File: src/rtl/regfile_wb_queue.sv
// regfile_wb_queue: in-order write-back buffer draining one entry per clk into the Reg_file write port.
// Define WBQ_BYPASS_EN to forward queued, not-yet-written data onto rdata1/rdata2.
module regfile_wb_queue #(
  parameter int W     = 8,
  parameter int N     = 5,
  parameter int DEPTH = 4
) (
  input  logic                       clk,
  input  logic                       reset,
  input  logic                       wb_valid,
  input  logic [N-1:0]               wb_reg,
  input  logic [W-1:0]               wb_data,
  output logic                       wb_ready,
  input  logic                       rf_hold,
  output logic                       write,
  output logic [N-1:0]               wreg,
  output logic [W-1:0]               wdata,
  input  logic [N-1:0]               rreg1,
  input  logic [N-1:0]               rreg2,
  input  logic [W-1:0]               rf_rdata1,
  input  logic [W-1:0]               rf_rdata2,
  output logic [W-1:0]               rdata1,
  output logic [W-1:0]               rdata2,
  output logic [$clog2(DEPTH):0]     occupancy
);
  localparam int AW = $clog2(DEPTH);
  localparam logic [AW:0] FULL = (AW+1)'(DEPTH);
  logic [N-1:0]  reg_q [DEPTH];
  logic [N-1:0]  reg_d [DEPTH];
  logic [W-1:0]  dat_q [DEPTH];
  logic [W-1:0]  dat_d [DEPTH];
  logic [AW-1:0] head_q, head_d, tail_q, tail_d;
  logic [AW:0]   count_q, count_d;
  logic          enq, deq;
  always_comb begin
    wb_ready  = count_q < FULL;
    write     = (count_q != '0) && !rf_hold;
    wreg      = (count_q != '0) ? reg_q[head_q] : '0;
    wdata     = (count_q != '0) ? dat_q[head_q] : '0;
    occupancy = count_q;
  end
  always_comb begin
    enq   = wb_valid && wb_ready;
    deq   = write;
    reg_d = reg_q;
    dat_d = dat_q;
    if (enq) begin
      reg_d[tail_q] = wb_reg;
      dat_d[tail_q] = wb_data;
    end
    head_d  = deq ? head_q + AW'(1) : head_q;
    tail_d  = enq ? tail_q + AW'(1) : tail_q;
    count_d = count_q + (AW+1)'(enq) - (AW+1)'(deq);
  end
  always_ff @(posedge clk or negedge reset) begin
    if (!reset) begin
      head_q  <= '0;
      tail_q  <= '0;
      count_q <= '0;
      reg_q   <= '{default: '0};
      dat_q   <= '{default: '0};
    end else begin
      head_q  <= head_d;
      tail_q  <= tail_d;
      count_q <= count_d;
      reg_q   <= reg_d;
      dat_q   <= dat_d;
    end
  end
`ifdef WBQ_BYPASS_EN
  logic [AW-1:0] idx;
  // Walk oldest to youngest so the last hit (youngest) wins; the head being drained still counts.
  always_comb begin
    rdata1 = rf_rdata1;
    rdata2 = rf_rdata2;
    idx    = '0;
    for (int k = 0; k < DEPTH; k++) begin
      idx = head_q + AW'(k);
      if ((AW+1)'(k) < count_q) begin
        if (reg_q[idx] == rreg1) rdata1 = dat_q[idx];
        if (reg_q[idx] == rreg2) rdata2 = dat_q[idx];
      end
    end
  end
`else
  assign rdata1 = rf_rdata1;
  assign rdata2 = rf_rdata2;
`endif
endmodule

File: config.mk
export PLATFORM = sky130hd
export DESIGN_NAME = regfile_wb_queue
export DESIGN_NICKNAME = d
export VERILOG_FILES = /design/src/rtl/regfile_wb_queue.sv
export SDC_FILE = /design/constraint.sdc
export NUM_CORES = 1
export LEC_CHECK = 0
export CAP_MARGIN = 10
export CORE_UTILIZATION = 49
export CTS_BUF_LIST = sky130_fd_sc_hd__clkbuf_16
export CTS_CLUSTER_DIAMETER = 100
export DETAILED_ROUTE_END_ITERATION = 8
export PLACE_DENSITY = 0.8
export SYNTH_ARGS = -nofsm -noshare
export SYNTH_HDL_FRONTEND = slang
export SYNTH_SLANG_ARGS = --single-unit
File: constraint.sdc
create_clock -name clk -period 2.85 [get_ports clk]
set_clock_uncertainty 0.15 [all_clocks]
set_input_delay 0.4275 -clock clk [delete_from_list [all_inputs] [get_ports clk]]
set_output_delay 0.4275 -clock clk [all_outputs]
set_load 0.03 [all_outputs]
=== Word level (Yosys, flattened, before mapping) ===
Cells that the tools add are included.

* Flip-flop bits (word level): 59
* Logic and storage cells: 40
* Bits of input ports: 43
* Output and inout port bits: 34

* Add/sub/neg operators: 4
* Reductions and logical operators: 5
* Muxes and demuxes: 14
* Magnitude comparators: 4
* Bitwise logic cells: 2

{| class="wikitable"
|+ Operator list
! cell !! number
|-
| $bwmux W32 || 1
|-
| $mux W8 || 4
|-
| $bwmux W20 || 1
|-
| $mux W5 || 4
|-
| $bmux W8 S2 || 1
|-
| $demux W8 S2 || 1
|-
| $bmux W5 S2 || 1
|-
| $demux W5 S2 || 1
|-
| $ge A3 B3 Y1 const B || 2
|-
| $not A2 Y3 || 2
|-
| $add A2 B1 Y2 const B || 2
|-
| $add A3 B1 Y3 || 1
|-
| $logic_and A1 B1 Y1 || 3
|-
| $lt A3 B1 Y1 const B || 1
|-
| $lt A3 B3 Y1 const B || 1
|-
| $reduce_bool A3 Y1 || 1
|-
| $sub A3 B1 Y3 || 1
|-
| $logic_not A1 Y1 || 1
|}

=== Logic depth before layout (Yosys ltp) ===
Gate-level depths: netlist of run 1.

* Depth after elaboration: 6
* Depth in mapped cells: 10
* Gate-level depth less buffers: 9

=== Worst setup path before layout of run 1 ===
OpenSTA, ideal clock, no wires.

* Path kind: reg2reg
* Start: reg count_q[1], in the netlist occupancy[1]
* End: reg count_q[2], in the netlist occupancy[2]
* Library setup time: 136 ps
* Arrival time: 2416 ps
* Buffers on the path: 0
* Required time: 2564 ps
* Cell stages (with the launch flop): 10
* Slack: 148 ps
* Period minus slack after synthesis: 2702 ps
* Cell sequence: dfrtp_1 > nor3_2 > nor2_1 > ha_1 > inv_1 > ha_1 > inv_1 > fa_1 > xnor2_1 > xnor2_1

* Elaborated cells between the ends (all ways): 6
* Those cells by class: 2 x add/sub; 1 x order compare; 3 x reduce/logical

{| class="wikitable"
|+ RTL lines
! element !! RTL line !! source
|-
| from (decl) || 33 || <nowiki>logic [AW:0] count_q, count_d;</nowiki>
|-
| from (signal assigned) || 65 || <nowiki>count_q <= count_d;</nowiki>
|-
| $reduce_bool A3 Y1 || 37 || <nowiki>write = (count_q != '0) && !rf_hold;</nowiki>
|-
| $logic_and A1 B1 Y1 || 37 ||
|-
| via write || 15 || <nowiki>output logic write,</nowiki>
|-
| $sub A3 B1 Y3 || 53 || <nowiki>count_d = count_q + (AW+1)'(enq) - (AW+1)'(deq);</nowiki>
|-
| via count_d[2] || 33 ||
|}

The timed path passes the listed nets, and every way through them passes these cells.
A chain may end at the register's enable or synchronous reset.

=== Worst setup path after layout of run 1 ===
* Start: reg head_q[0]
* End: out wreg[3]

* Longest elaborated chain between the ends: 5

{| class="wikitable"
|+ RTL lines
! element !! RTL line !! source
|-
| from (decl) || 32 || <nowiki>logic [AW-1:0] head_q, head_d, tail_q, tail_d;</nowiki>
|-
| from (signal assigned) || 57 || <nowiki>head_q <= '0;</nowiki>
|-
| from (signal assigned) || 63 || <nowiki>head_q <= head_d;</nowiki>
|-
| $not A2 Y3 (implied by the code) || 38 || <nowiki>wreg = (count_q != '0) ? reg_q[head_q] : '0;</nowiki>
|-
| $bmux W5 S2 || 38 ||
|-
| $mux W5 (implied by the code) (2 in series) || 38 ||
|-
| $mux W5 || 38 ||
|-
| to (decl) || 16 || <nowiki>output logic [N-1:0] wreg,</nowiki>
|}

Every way passes these cells. The select of a mux whose other input is x is not followed.

==> run metrics, run 1 <==
Rel. slew slack=50.7%; Cell Area, Synth=3040 um^2; synth warn=0; Cell Pwr Density=1440 nW/um^2; hold buffers post-CTS=0; number of port buffers=34; Slew Limit Fails=0; Final GP Congestion=0.689; global-route wire length before repair=8920 um; synthesized instance count=191; total CTS buffers=9; Overall Power=5.24 mW; wire length per cell=17.7 um; layout cell share with drive strength beyond 1=41.3%; TNS Setup=0 ns; final core utilization=61.2%; status=completed; register area share after synthesis=48.6%; Max Buffers Root-to-Sink=2; Hold Path Class=in2async; vias per inst=5.31; Die H=80.7 um; hold_ws=0.112 ns; Initial Util=51.0%; syn_nets=241; Skew-Pair Late Insertion Delay=0.32 ns; H-tree depth=3; Area Growth Syn to Fin=20.1%; Remaining Overflow, GRT=0; Worst Tran Pin Value=0.740 ns; total wire length=5290 um; flops & latches, synth=59; DIE AREA=6520 um^2; largest net degree at the start of global routing=60; CP required=2.27 ns; Core Box Area=5960 um^2; Die W=80.7 um; CTS tree=yes; setup violators final=0; Post-CTS Setup Inserts=0; crit share post-route=95.4%; clock-pin slew on the worst setup and hold paths=0.05 ns; Final min period=2.72 ns; FMAX=368 MHz; Lkg Pwr=1.75 nW; Reg-to-Reg End=occupancy[2]$_DFF_PN0_; root buf cell=clkbuf_16; RSZ-0062 raised after global routing=false; most common cell after layout, fill and taps aside=dfrtp_1; Nets=268; critical path class=reg2out; Crit Path Max Fanout=8; post-cts resize count=0; initial antenna violation count=0; Avg Cell Area, Syn=15.9 um^2; Overall Global Routing Usage=19.2%; max-cap violations=0; reg2reg setup slack=0.65 ns; Residual DRC=0; Worst setup EP type=output port; Peak VDD IR=0.807 mV; antenna-violating nets left=0; Core Rows=28; crit path to=wreg[3]; Worst R2R Path Depth=9; diode count=0; worst setup path startpoint=head_q[0]$_DFFE_PN0P_; commonest cells after routing, fill and taps aside=dfrtp_1, mux2_4, clkdlybuf4s50_1; arrival time of the worst setup path=2.14 ns; number of global-route vias before repair=1769; Final Hold Vio Count=0; Distinct cells, synth=20; drt pass-1 iters=4; r2r startpoint=occupancy[2]$_DFF_PN0_; CP startpoint kind=register; I/O pins=77; HPWL Detailed=3280 um; Vias=1583; Detailed Route Iter0 Violations=60; clk sink count=59
worst max-delay path, stage by stage, from the launching register on:
cell and delay [ns]:
dfrtp_1 0.34, buf_4 0.22, mux4_2 0.52, nor2b_1 0.14
clkdlybuf4s50_1 0.59
flip-flops by register name, summed over array words and instances (netlist names):
register	count
occupancy	3
reg_q	20
head_q	2
tail_q	2
dat_q	32
metal layers:
| layer | vias up | track usage, % | wire [um] |
|---|---|---|---|
| li1 | 708 | - | - |
| met1 | 808 | 24.5 | 2310 |
| met2 | 47 | 29.4 | 2580 |
| met3 | 20 | 6.14 | 286 |
| met4 | 0 | 9.64 | 119 |
| met5 | - | 0 | 0 |
metrics by stage:
stage	setup WS, ns	area [um^2]	std cells
floorplan	0.148	3040	191
global placement	0.363	3310	282
detailed placement	0.336	3310	282
CTS	0.109	3650	298
global route	0.0556	3650	298
finish	0.131	3650	298
layout make-up:
type                       instances  area, um^2
timing repair buffer              41         388
clock buffer                       9         225
clock inverter                     7         108
tap                               75        93.8
multi-input combinational        100        1330
sequential                        59        1480
inverter                           7        26.3
fill                             464        2310
Yosys cell counts (all sizes together):
library cell	number	area, um^2
buf	24	200
clkbuf	1	3.75
dfrtp	59	1480
fa	1	20.0
ha	6	75.1
inv	7	26.3
mux2	52	736
mux4	13	293
nand2	5	48.8
nor2	1	3.75
nor2b	14	87.6
nor3	1	10.0
nor3b	1	7.51
o21ai	1	5.00
xnor2	3	26.3
xor2	2	17.5
how the worst min path moves through the flow:
stage                          from                    end  slack (ns)
6_report                      reset   dat_q[0]$_DFFE_PN0P_        0.11
5_1_grt                       reset   dat_q[0]$_DFFE_PN0P_        0.19
3_5_place_dp   dat_q[9]$_DFFE_PN0P_   dat_q[9]$_DFFE_PN0P_        0.34
4_1_cts                       reset  dat_q[19]$_DFFE_PN0P_        0.13
3_3_place_gp   dat_q[7]$_DFFE_PN0P_   dat_q[7]$_DFFE_PN0P_        0.33
2_1_floorplan                 reset   dat_q[0]$_DFFE_PN0P_       -0.02
cell families after synthesis:
family	count (synthesis)	share of synthesized area [%]
XOR/XNOR	5	1.44
flip-flops	59	48.6
adder cells (fa/ha/maj)	7	3.13
AND/OR/NAND/NOR	22	5.19
buffers and inverters	32	7.58
AO/OA/AOI/OAI	1	0.165
multiplexers	65	33.9
power breakdown:
part	switching, mW	total [mW]	internal, mW
sequential	0.256	1.53	1.27
clock	0.362	1.20	0.843
combinational	1.09	2.51	1.42
total	1.71	5.24	3.54
Power figures use the tool's default switching activity.
==> inputs of run 2 (changes only) <==
PLACE_DENSITY = unset   (was 0.8)
PLACE_DENSITY_LB_ADDON = 0.05   (was unset)
==> run metrics, run 2 (same netlist as run 1, synthesis figures left out) <==
status=completed (unchanged); clk sink count=59 (unchanged); drt pass-1 iters=4 (unchanged); Nets=269 (was 268); H-tree depth=3 (unchanged); total wire length=5780 um (was 5290 um); max reg flops=32 (unchanged); critical path class=reg2out (unchanged); Crit path largest cell delay=0.60 ns (was 0.59 ns); Final GP Congestion=0.739 (was 0.689); Final min period=2.75 ns (was 2.72 ns); critical path, cell by cell=buf_4 -> mux4_2 -> nor2b_1 -> clkdlybuf4s50_1 (unchanged); FMAX=363 MHz (was 368 MHz); arrival time of the worst setup path=2.18 ns (was 2.14 ns); slowest cell on the critical path=clkdlybuf4s50_1 (unchanged); Post-CTS Setup Inserts=0 (unchanged); I/O pins=77 (unchanged); max-cap violations=0 (unchanged); most common cell after layout, fill and taps aside=dfrtp_1 (unchanged); post-cts resize count=0 (unchanged); root buf cell=clkbuf_16 (unchanged); clock-pin slew on the worst setup and hold paths=0.05 ns (about the same); DIE AREA=6520 um^2 (unchanged); Residual DRC=0 (unchanged); Slew Limit Fails=0 (unchanged); Final Hold Vio Count=0 (unchanged); diode count=0 (unchanged); Crit Path Max Fanout=10 (was 8); layout cell share with drive strength beyond 1=41.1% (was 41.3%); Hold Path Class=in2async (unchanged); Die H=80.7 um (unchanged); Area Growth Syn to Fin=19.6% (was 20.1%); number of port buffers=34 (unchanged); Core Box Area=5960 um^2 (unchanged); number of global-route vias before repair=1817 (was 1769); antenna-violating nets left=0 (unchanged); Peak VDD IR=0.745 mV (was 0.807 mV); Core Rows=28 (unchanged); Detailed Route Iter0 Violations=84 (was 60); CP startpoint kind=register (unchanged); largest reg by FF count=dat_q (unchanged); TNS Setup=0 ns (unchanged); Cell Pwr Density=1430 nW/um^2 (was 1440 nW/um^2); commonest cells after routing, fill and taps aside=dfrtp_1, mux2_4, clkdlybuf4s50_1 (unchanged); Max Buffers Root-to-Sink=2 (unchanged); total CTS buffers=9 (unchanged); Post-DP Area=3320 um^2 (was 3310 um^2); crit share post-route=96.6% (was 95.4%); HPWL Detailed=3790 um (was 3280 um); Vias=1613 (was 1583); Overall Global Routing Usage=20.3% (was 19.2%); vias per inst=5.39 (was 5.31); Remaining Overflow, GRT=0 (unchanged); setup violators final=0 (unchanged); Rel. slew slack=53.5% (was 50.7%); FILL cells=451 (was 464); Worst Tran Pin Value=0.698 ns (was 0.740 ns); Lkg Pwr=1.74 nW (was 1.75 nW); hold buffers post-CTS=0 (unchanged); largest net degree at the start of global routing=33 (was 60); worst path buffer plus inverter count=2 (unchanged); RSZ-0062 raised after global routing=false (unchanged); wire length per cell=19.3 um (was 17.7 um); Worst setup EP type=output port (unchanged); global-route wire length before repair=9290 um (was 8920 um); Die W=80.7 um (unchanged); Skew-Pair Late Insertion Delay=0.32 ns (about the same); initial antenna violation count=0 (unchanged); Initial Util=51.0% (unchanged); CP required=2.27 ns (about the same); CTS tree=yes (unchanged); delay-heaviest family, CP=buffers and inverters (unchanged); Overall Power=5.19 mW (was 5.24 mW); Design Area, Final=3630 um^2 (was 3650 um^2)
## run 2: worst reg2reg max path, stage by stage (launching register included)
cell and delay (ns):
dfrtp_1 0.44, nor3_2 0.22, nor2_1 0.10, ha_1 0.29
inv_1 0.05, ha_1 0.13, inv_1 0.05, fa_1 0.37
xnor2_1 0.19, xnor2_1 0.14
## run 2: where the power goes
group	total [mW]	switching, mW	internal, mW
Sequential	1.53	0.256	1.27
Clock	1.12	0.362	0.754
Combinational	2.55	1.12	1.42
## run 2: cell type report
type	instances	area, um^2	area share [%]
timing repair buffer	42	395	10.9
sequential	59	1480	40.6
clock inverter	7	85.1	2.34
clock buffer	9	225	6.20
inverter	7	26.3	0.723
tap	75	93.8	2.58
multi-input combinational	100	1330	36.6
## run 2: path summary, 6_finish.rpt
check                                          to  cells past startpoint                    from  slack (ns)
setup / recovery                         wdata[7]                      4   head_q[0]$_DFFE_PN0P_         0.1
hold / removal              dat_q[17]$_DFFE_PN0P_                      1                   reset      0.0005
setup reg to reg           occupancy[2]$_DFF_PN0_                      9  occupancy[2]$_DFF_PN0_        0.65
hold reg to reg             dat_q[14]$_DFFE_PN0P_                      1   dat_q[14]$_DFFE_PN0P_        0.35
max in group asynchronous    reg_q[4]$_DFFE_PN0P_                      2                   reset        1.86
min in group clk            dat_q[14]$_DFFE_PN0P_                      1   dat_q[14]$_DFFE_PN0P_        0.35
## run 2: per-stage QoR
step                hold WS [ns]  instances  utilization [%]  setup slack (ns)
floorplan                -0.0181        191                -             0.148
global route              0.0633        299             61.0            0.0234
CTS                       0.0256        299             61.0            0.0762
finish                  0.000527        299             61.0            0.0972
detailed placement         0.342        283             55.8             0.314
global placement           0.331        283             55.8             0.357
## run 2: layer usage
layer  wire length (um)  GRT usage (%)
met3                336           4.77
met1               2500           25.7
met4                206           12.9
met2               2730           31.4
met5                  0              0
